<file path="src/rtl/tpu_pkg.sv">
`default_nettype none
// +--------------------------------------------------------------------------+
// | Module  : tpu_pkg                                                        |
// | Brief   : Shared types, defaults and helpers for the systolic MAC tiles. |
// | Rev     : 1.0                                                            |
// +--------------------------------------------------------------------------+
package tpu_pkg;

    localparam int c_default_array_dim  = 4;
    localparam int c_default_data_width = 8;

    typedef enum logic [1:0] {
        IDLE      = 2'd0,
        SHIFT     = 2'd1,
        WAIT_IDLE = 2'd2,
        CAPTURE   = 2'd3
    } loader_state_t;

    // A one-row array still needs a 1-bit counter.
    function automatic int cnt_width(input int n);
        return (n <= 1) ? 1 : $clog2(n);
    endfunction

endpackage
`default_nettype wire

</file>
<file path="src/rtl/systolic_weight_loader_if.sv">
`default_nettype none
// +--------------------------------------------------------------------------+
// | Module  : systolic_weight_loader_if                                      |
// | Brief   : Valid/ready weight-row stream into the systolic weight loader. |
// | Rev     : 1.0                                                            |
// +--------------------------------------------------------------------------+
interface systolic_weight_loader_if
    import tpu_pkg::*;
#(
    parameter int ARRAY_DIM  = c_default_array_dim,
    parameter int DATA_WIDTH = c_default_data_width
) ();

    logic                            wt_valid;
    logic                            wt_ready;
    logic [ARRAY_DIM*DATA_WIDTH-1:0] wt_data;

    modport master (
        output wt_valid,
        output wt_data,
        input  wt_ready
    );

    modport slave (
        input  wt_valid,
        input  wt_data,
        output wt_ready
    );

endinterface
`default_nettype wire

</file>
<file path="src/rtl/systolic_weight_loader.sv">
`default_nettype none
// +--------------------------------------------------------------------------+
// | Module  : systolic_weight_loader                                         |
// | Brief   : Streams weight rows down the PE pass chains, then issues one   |
// |           simultaneous capture once the array is idle.                   |
// | Rev     : 1.0                                                            |
// +--------------------------------------------------------------------------+
module systolic_weight_loader
    import tpu_pkg::*;
#(
    parameter int ARRAY_DIM  = c_default_array_dim,
    parameter int DATA_WIDTH = c_default_data_width
) (
    input  logic                            clk,
    input  logic                            rst_n,
    input  logic                            start,
    input  logic                            abort,
    systolic_weight_loader_if.slave         wt_if,
    input  logic                            array_idle,
    output logic [ARRAY_DIM*DATA_WIDTH-1:0] weight_out,
    output logic                            en_weight_pass,
    output logic                            en_weight_capture,
    output logic                            busy,
    output logic                            done
);

    localparam int                  c_cnt_w    = cnt_width(ARRAY_DIM);
    localparam logic [c_cnt_w-1:0] c_last_row = c_cnt_w'(ARRAY_DIM - 1);
    localparam logic [c_cnt_w-1:0] c_one      = c_cnt_w'(1);

    loader_state_t      r_state;
    logic [c_cnt_w-1:0] r_row_cnt;
    logic               w_hs;

    // Abort blocks the handshake so a cancelled row never reaches the chain.
    assign w_hs = (r_state == SHIFT) && wt_if.wt_valid && !abort;

    always_ff @(posedge clk or negedge rst_n) begin
        if (!rst_n) begin
            r_state        <= IDLE;
            r_row_cnt      <= '0;
            weight_out     <= '0;
            en_weight_pass <= 1'b0;
        end else begin
            en_weight_pass <= w_hs;
            if (w_hs) begin
                weight_out <= wt_if.wt_data;
            end

            if (abort) begin
                r_state   <= IDLE;
                r_row_cnt <= '0;
            end else begin
                case (r_state)
                    IDLE: begin
                        if (start) begin
                            r_state   <= SHIFT;
                            r_row_cnt <= '0;
                        end
                    end
                    SHIFT: begin
                        if (wt_if.wt_valid) begin
                            if (r_row_cnt == c_last_row) begin
                                r_state   <= WAIT_IDLE;
                                r_row_cnt <= '0;
                            end else begin
                                r_row_cnt <= r_row_cnt + c_one;
                            end
                        end
                    end
                    WAIT_IDLE: begin
                        if (array_idle) begin
                            r_state <= CAPTURE;
                        end
                    end
                    CAPTURE: begin
                        r_state <= IDLE;
                    end
                    default: begin
                        r_state <= IDLE;
                    end
                endcase
            end
        end
    end

    // Moore decode straight off the state flop.
    assign wt_if.wt_ready    = (r_state == SHIFT);
    assign busy              = (r_state != IDLE);
    assign en_weight_capture = (r_state == CAPTURE);
    assign done              = (r_state == CAPTURE);

endmodule
`default_nettype wire

</file>
<file path="src/flat_wrapper.sv">
// flat-port wrapper written by rule: the top's interface ports become plain ports
module systolic_weight_loader_flat import tpu_pkg::*;
#(
    parameter int ARRAY_DIM  = c_default_array_dim,
    parameter int DATA_WIDTH = c_default_data_width
)
  (clk, rst_n, start, abort, array_idle, weight_out, en_weight_pass, en_weight_capture, busy, done, wt_if_wt_valid, wt_if_wt_data, wt_if_wt_ready);
  systolic_weight_loader_if #(.ARRAY_DIM(ARRAY_DIM), .DATA_WIDTH(DATA_WIDTH)) wt_if_i ();
  input  logic clk;
  input  logic rst_n;
  input  logic start;
  input  logic abort;
  input  logic array_idle;
  output logic [ARRAY_DIM*DATA_WIDTH-1:0] weight_out;
  output logic en_weight_pass;
  output logic en_weight_capture;
  output logic busy;
  output logic done;
  input wire logic [$bits(wt_if_i.wt_valid)-1:0] wt_if_wt_valid;
  input wire logic [$bits(wt_if_i.wt_data)-1:0] wt_if_wt_data;
  output wire logic [$bits(wt_if_i.wt_ready)-1:0] wt_if_wt_ready;
  assign wt_if_i.wt_valid = wt_if_wt_valid;
  assign wt_if_i.wt_data = wt_if_wt_data;
  assign wt_if_wt_ready = wt_if_i.wt_ready;
  systolic_weight_loader #(.ARRAY_DIM(ARRAY_DIM), .DATA_WIDTH(DATA_WIDTH)) u_core (.clk(clk), .rst_n(rst_n), .start(start), .abort(abort), .wt_if(wt_if_i), .array_idle(array_idle), .weight_out(weight_out), .en_weight_pass(en_weight_pass), .en_weight_capture(en_weight_capture), .busy(busy), .done(done));
endmodule
</file>
<file path="config.mk">
export PLATFORM = sky130hd
export DESIGN_NAME = systolic_weight_loader_flat
export DESIGN_NICKNAME = d
export VERILOG_FILES = /design/src/rtl/tpu_pkg.sv /design/src/rtl/systolic_weight_loader_if.sv /design/src/rtl/systolic_weight_loader.sv /design/src/flat_wrapper.sv
export SDC_FILE = /design/constraint.sdc
export NUM_CORES = 1
export LEC_CHECK = 0
export ABC_AREA = 1
export CAP_MARGIN = 10
export CORE_MARGIN = 2
export CORE_UTILIZATION = 36
export CTS_CLUSTER_SIZE = 28
export DETAILED_ROUTE_END_ITERATION = 8
export HOLD_SLACK_MARGIN = 0.12
export PLACE_DENSITY = 0.72
export SLEW_MARGIN = 15
export SYNTH_ARGS = -nofsm -noshare
export SYNTH_HDL_FRONTEND = slang
export SYNTH_SLANG_ARGS = --single-unit
export TNS_END_PERCENT = 1
</file>
<file path="constraint.sdc">
create_clock -name clk -period 3.85 [get_ports clk]
set_input_delay 0.77 -clock clk [delete_from_list [all_inputs] [get_ports clk]]
set_output_delay 0.77 -clock clk [all_outputs]
set_load 0.03 [all_outputs]
</file>
==> results of run 1 <==
-- power breakdown --
| group | internal (W) | switching [W] |
|---|---|---|
| Sequential | 0.000559 | 0.000101 |
| Combinational | 0.000423 | 0.000597 |
| Clock | 0.000142 | 0.000119 |
-- metal layers --
metal | GRT usage (%) | up-vias | part of all wire, %
li1 | - | 704 | -
met1 | 19.0 | 635 | 46
met2 | 23.5 | 45 | 47
met5 | 0 | - | 0
met4 | 4.19 | 0 | 0.54
met3 | 4.08 | 4 | 6.7
-- per-stage QoR --
step | total power (W) | worst slack [ns] | instance area [um^2] | util, %
floorplan | 0.00126 | 2.12 | 1640 | -
global placement | 0.00168 | 1.45 | 2370 | 54.1
detailed placement | 0.00169 | 1.39 | 2370 | 54.1
CTS | 0.00196 | 1.24 | 2460 | 56.1
global route | 0.00206 | 1.19 | 2460 | 56.1
finish | 0.00194 | 1.26 | 2460 | 56.1
-- cell usage in the layout, fill, tap and decap left out --
cell / instances
buf_2: 1
clkbuf_1: 1
clkbuf_8: 6
clkdlybuf4s50_1: 73
dfrtp_1: 37
ha_1: 7
inv_1: 7
inv_2: 1
inv_4: 1
nand2_1: 106
nand2_2: 9
nand3_1: 4
nand3_4: 1
nor2_1: 8
-- worst max-delay path by stage --
stage / from / endpoint / depth (start not counted)
CTS: u_core.r_state[1]$_DFFE_PN0P_ / wt_if_wt_ready / 3
floorplan: u_core.r_state[0]$_DFFE_PN0P_ / en_weight_capture / 2
detailed placement: abort / u_core.weight_out[7]$_DFFE_PN0P_ / 6
global route: u_core.r_state[1]$_DFFE_PN0P_ / wt_if_wt_ready / 3
global placement: abort / u_core.weight_out[25]$_DFFE_PN0P_ / 6
finish: u_core.r_state[1]$_DFFE_PN0P_ / wt_if_wt_ready / 3
-- logic make-up (layout without fill, tap and decap cells) --
family	Yosys count	in the layout
AND/OR/NAND/NOR	128	128
adder cells (fa/ha/maj)	7	7
buffers and inverters	16	90
flip-flops	37	37
-- registers in the layout, summed over array words and instances (netlist names) --
| register | cells |
|---|---|
| u_core.weight_out | 32 |
| u_core.r_row_cnt | 2 |
| u_core.r_state | 2 |
| u_core.en_weight_pass | 1 |
-- final cells by class --
type | count | area (um^2)
fill | 409 | 1930
sequential | 37 | 926
timing repair buffer | 74 | 736
multi-input combinational | 135 | 609
clock buffer | 7 | 86.3
tap | 52 | 65.1
inverter | 9 | 36.3
-- tightest hold or removal path, cell delays in order (launching register included) --
cell,delay [ns]
dfrtp_1,0.34
nand2_1,0.05
nand2_1,0.05
==> key figures, run 1 <==
Final layout
  – Final non-filler cell total: 314
  – Area delta synth->final: 49.5%
  – Final #Nets: 307
  – Number of diodes: 0
  – Ratio of cells with drive above 1 in the final layout: 7.25%

Worst setup path
  – Reg2Reg Setup Slack: 1.97 ns
  – Crit start category: register
  – FF-to-FF Start: u_core.r_state[1]$_DFFE_PN0P_
  – CP peak stage delay: 0.71 ns
  – CP cell instances: inv_1 > ha_1 > clkdlybuf4s50_1
  – Buf/Inv on CP: 2
  – Worst Path Arrival: 1.82 ns
  – Critical path's top delay family: buffers and inverters
  – Setup crit end kind: primary output
  – Slowest cell on the critical path: clkdlybuf4s50_1
  – Worst flop-to-flop path endpoint: u_core.weight_out[7]$_DFFE_PN0P_
  – WS Path Type: register to primary output
  – Crit path max fanout: 4
  – Cells on worst reg2reg path: 6
  – Worst Path Required: 3.08 ns

Place
  – PortBufs: 74
  – Post-DP HPWL: 2.50 mm
  – Post-Place Cells: 307
  – Final Wtd Congestion: 0.871

Yosys
  – Main flop type after synthesis: dfrtp_1
  – Ranking of synthesized cells by area: dfrtp_1 56%, nand2_1 24%, ha_1 5.3%
  – EDFF count, synth: 0
  – Mapped Cells: 188
  – Synthesized flop and latch total: 37
  – Compound-Gate Fraction of Synth Area: 0%
  – Mapped Avg Cell Area: 8.75 um^2
  – Synth area leader: dfrtp_1
  – Post-synth top cells: 106 x nand2_1, 37 x dfrtp_1, 9 x nand2_2, 8 x nor2_1
  – Ys Warns: 0
  – Largest family of logic cells by synthesized area: simple AND/OR/NAND/NOR gates
  – Mux share of post-synthesis cell area: 0%
  – Most common cell in the netlist: nand2_1
  – Xor/xnor cell area share of the yosys netlist: 0%
  – Synth Cell Area: 1640 um^2
  – FFs w/ async S/R, synth: 100%
  – Synth Area in Adders: 5.33%
  – Sequential share of the synthesized area: 56.3%
  – Simple logic cell fraction of the synthesized area: 31.7%
  – Synth top area share: 56.3%
  – Syn nets: 233
  – Yosys cell types: 13

STA
  – Setup Skew: 0.00489 ns
  – Max Clk Rate: 0.386 GHz
  – Setup TNS: 0 ns
  – Unrepaired setup endpoints after global routing: false
  – Endpoints failing setup: 0
  – Hold WS: 0.480 ns
  – Slew @ Worst Pin: 0.813 ns
  – Pins Over Slew Limit: 0
  – Final period util: 67.2%
  – Slew HR: 45.8%
  – Hold Vio Cnt, Final: 0
  – Period minus WS final: 2.59 ns

Worst hold path
  – Hold Crit Class: register to register
  – WHS Endpoint: u_core.weight_out[28]$_DFFE_PN0P_
  – Hold Path Cell Cnt: 2
  – HP Start: u_core.weight_out[28]$_DFFE_PN0P_

Drt
  – Drt wl/cell: 11.3 um
  – Initial drt markers: 73
  – DRC viols: 0
  – Total wire length: 3.54 mm
  – Avg Vias per Cell: 4.42
  – DRT antenna net count: 0
  – Vias: 1388
  – Drt pass-1 iters: 4

Die
  – I/O pin count: 75
  – Die height: 71.6 um
  – Core Box Area: 4380 um^2
  – Die width: 71.6 um
  – Full die area: 5120 um^2
  – Rows: 24
  – Initial Utilization: 37.5%

Clock tree
  – Hold Buf Count CTS: 0
  – CTS Buf Count: 5
  – CTS H-Tree Depth: 2
  – Maximum clock path buffer count: 2
  – Clock latency on the worst-skew pair: 0.27 ns
  – Root Driver: clkbuf_8
  – Clock sinks: 37
  – Setup bufs post-CTS: 0
  – Reg clk slew, reported paths: 0.07 ns
  – CTS tree: done
  – Post-cts gate resize count: 0

Power
  – Pwr dens: 789 nW/um^2
  – Leakage: 1.25 nW
  – Peak VDD IR: 0.297 mV

Global routing
  – GRT Residual Overflow: 0
  – Gr usage total: 14.5%
  – Initial antenna violation count: 0
  – Vias in the first global route: 1352
  – First-pass GRT wire length: 5.93 mm
  – Pin count of the biggest net entering global routing: 38

Run
  – Max Cap Viol: 0

Status
  – Outcome: finished clean
Note: power is estimated with default switching activity, not from simulation.
==> inputs of run 2 (changes only) <==
- clock period: 3.85 -> 2.56 ns (I/O delays scaled with it)
==> run 2 against run 1 <==
  * Die area did not move
  * Sequential share of layout area down 0.076 points
  * Clock power increased by 49%
  * Largest cell class unchanged
  * Largest power group unchanged
==> key figures, run 2 (synthesis gave the netlist of run 1 again) <==
Worst setup path
  – Worst flop-to-flop path endpoint: u_core.weight_out[8]$_DFFE_PN0P_
  – Crit path max fanout: 4 (unchanged)
  – Critical path's top delay family: buffers and inverters
  – Crit start category: register
  – WS Path Type: register to primary output
  – FF-to-FF Start: u_core.r_state[1]$_DFFE_PN0P_
  – CP cell instances: inv_1 > ha_1 > clkdlybuf4s50_1
  – Worst Path Required: 2.05 ns (-1.03 ns)
  – Buf/Inv on CP: 2 (unchanged)
  – Slowest cell on the critical path: clkdlybuf4s50_1
  – Crit. path cell count: 3 (unchanged)
  – Worst Path Arrival: 1.79 ns (-0.03 ns)
  – Reg2Reg Setup Slack: 0.94 ns (-1.03 ns)
  – Cells on worst reg2reg path: 6 (unchanged)
  – CP peak stage delay: 0.71 ns (about the same)
  – Setup crit end kind: primary output

Place
  – Post-Place Cells: 308 (+0.33%)
  – Worst slack, placed: 0.551 ns (-0.836 ns)
  – PortBufs: 74 (unchanged)
  – Final Wtd Congestion: 0.728 (-16%)
  – Post-DP HPWL: 2.59 mm (+3.3%)
  – DP Area: 2380 um^2 (+0.32%)

Global routing
  – First-pass GRT wire length: 6.03 mm (+1.7%)
  – Vias in the first global route: 1334 (-1.3%)
  – Pin count of the biggest net entering global routing: 38 (unchanged)
  – Gr usage total: 14.9% (+0.42 points)
  – GRT Residual Overflow: 0 (unchanged)
  – Initial antenna violation count: 0 (unchanged)

Final layout
  – Most common cell after layout, fill and taps aside: nand2_1
  – Ratio of cells with drive above 1 in the final layout: 7.58% (+0.32 points)
  – Number of flip-flops in the largest register: 32 (unchanged)
  – Top flop regs: u_core.weight_out (32), u_core.r_row_cnt (2), u_core.r_state (2)
  – Area delta synth->final: 49.8%
  – Final #Nets: 308 (+0.33%)
  – Most frequent cells in the layout: 106 x nand2_1, 73 x clkdlybuf4s50_1, 37 x dfrtp_1
  – Finished Cell Area: 2460 um^2 (+0.20%)
  – Final non-filler cell total: 316 (+0.64%)
  – Biggest register: u_core.weight_out
  – Number of diodes: 0 (unchanged)

STA
  – Unrepaired setup endpoints after global routing: false
  – Endpoints failing setup: 0 (unchanged)
  – Final WS setup: 0.256 ns (-1.01 ns)
  – Pins Over Slew Limit: 0 (unchanged)
  – Setup Skew: 0.00856 ns (+0.00368 ns)
  – Slew @ Worst Pin: 0.819 ns (+0.00599 ns)
  – Max Clk Rate: 0.434 GHz
  – Hold Vio Cnt, Final: 0 (unchanged)
  – Period minus WS final: 2.30 ns
  – Slew HR: 45.4% (-0.40 points)
  – Final period util: 90.0%
  – Setup TNS: 0 ns (unchanged)

Power
  – Peak VDD IR: 0.446 mV (+50%)
  – Pwr dens: 1180 nW/um^2 (+50%)
  – Leakage: 1.24 nW (-0.13%)
  – Total power: 0.00291 W (+50%)

Clock tree
  – Maximum clock path buffer count: 2 (unchanged)
  – CTS tree: done
  – CTS H-Tree Depth: 2 (unchanged)
  – Root Driver: clkbuf_8
  – Clock sinks: 37 (unchanged)
  – CTS Buf Count: 5 (unchanged)
  – Hold Buf Count CTS: 0 (unchanged)
  – Clock latency on the worst-skew pair: 0.28 ns (about the same)
  – Reg clk slew, reported paths: 0.07 ns (about the same)
  – Setup bufs post-CTS: 0 (unchanged)
  – Post-cts gate resize count: 0 (unchanged)

Die
  – Core Box Area: 4380 um^2 (unchanged)
  – I/O pin count: 75 (unchanged)
  – Die width: 71.6 um (unchanged)
  – Rows: 24 (unchanged)
  – Die height: 71.6 um (unchanged)
  – Full die area: 5120 um^2 (unchanged)
  – Initial Utilization: 37.5% (unchanged)

Drt
  – DRC viols: 0 (unchanged)
  – Initial drt markers: 69 (-5.5%)
  – DRT antenna net count: 0 (unchanged)
  – Vias: 1400 (+0.86%)
  – Drt wl/cell: 11.3 um (+0.29%)
  – Total wire length: 3.57 mm (+0.93%)
  – Avg Vias per Cell: 4.43 (+0.23%)
  – Drt pass-1 iters: 4 (unchanged)

Worst hold path
  – Hold Crit Class: input port to async pin

Run
  – Max Cap Viol: 0 (unchanged)

Status
  – Outcome: finished clean
[run 2: changes by cell type in the layout (fill, tap and decap cells not counted)]
cell        delta
buf_4          +1
clkbuf_1       +1
clkbuf_8       -1
clkinvlp_4     +1
[run 2: worst max-delay path by stage]
stage | start | endpoint | slack [ns]
after global routing | u_core.r_state[1]$_DFFE_PN0P_ | wt_if_wt_ready | 0.17
after global placement | u_core.r_state[1]$_DFFE_PN0P_ | wt_if_wt_ready | 0.57
after detailed placement | u_core.r_state[1]$_DFFE_PN0P_ | wt_if_wt_ready | 0.55
after floorplan | u_core.r_state[1]$_DFFE_PN0P_ | u_core.weight_out[0]$_DFFE_PN0P_ | 1.07
after CTS | u_core.r_state[1]$_DFFE_PN0P_ | wt_if_wt_ready | 0.23
final | u_core.r_state[1]$_DFFE_PN0P_ | wt_if_wt_ready | 0.26
[run 2: per-stage QoR]
stage	hold WS, ns	util (%)
finish	0.321	56.2
global route	0.392	56.2
CTS	0.358	56.2
detailed placement	0.464	54.3
global placement	0.463	54.3
floorplan	0.216	-
[run 2: cell type report]
cell class	count	area, um^2
Fill cell	409	1920
Sequential cell	37	926
Timing Repair Buffer	75	743
Multi-Input combinational cell	135	609
Clock buffer	7	76.3
Tap cell	52	65.1
Inverter	9	36.3
Clock inverter	1	7.51
[run 2: layer usage]
metal | up-vias | GRT usage [%] | wire length (um)
li1 | 707 | - | -
met1 | 637 | 18.9 | 1560
met2 | 51 | 24.6 | 1730
met3 | 5 | 5.34 | 245
met4 | 0 | 3.14 | 40
met5 | - | 0 | 0
[run 2: power by group]
group	internal, W	leakage, nW	switching, W	total [W]
logic	0.000640	0.740	0.000896	0.00154
registers	0.000840	0.466	0.000150	0.000990
clock network	0.000193	0.0385	0.000196	0.000388
total	0.00167	1.24	0.00124	0.00291
[run 2: worst register-to-register path, stage by stage, from the launching register on]
cell and delay (ns):
dfrtp_1 0.41, inv_1 0.13, ha_1 0.27, nand3_4 0.23, inv_4 0.36, nand2_1 0.11, nand2_1 0.07
==> inputs of run 3 (changes only) <==
- GPL_ROUTABILITY_DRIVEN: default -> 0
==> results of run 3 <==
Final layout, timing and power as in run 2 (identical DEF).
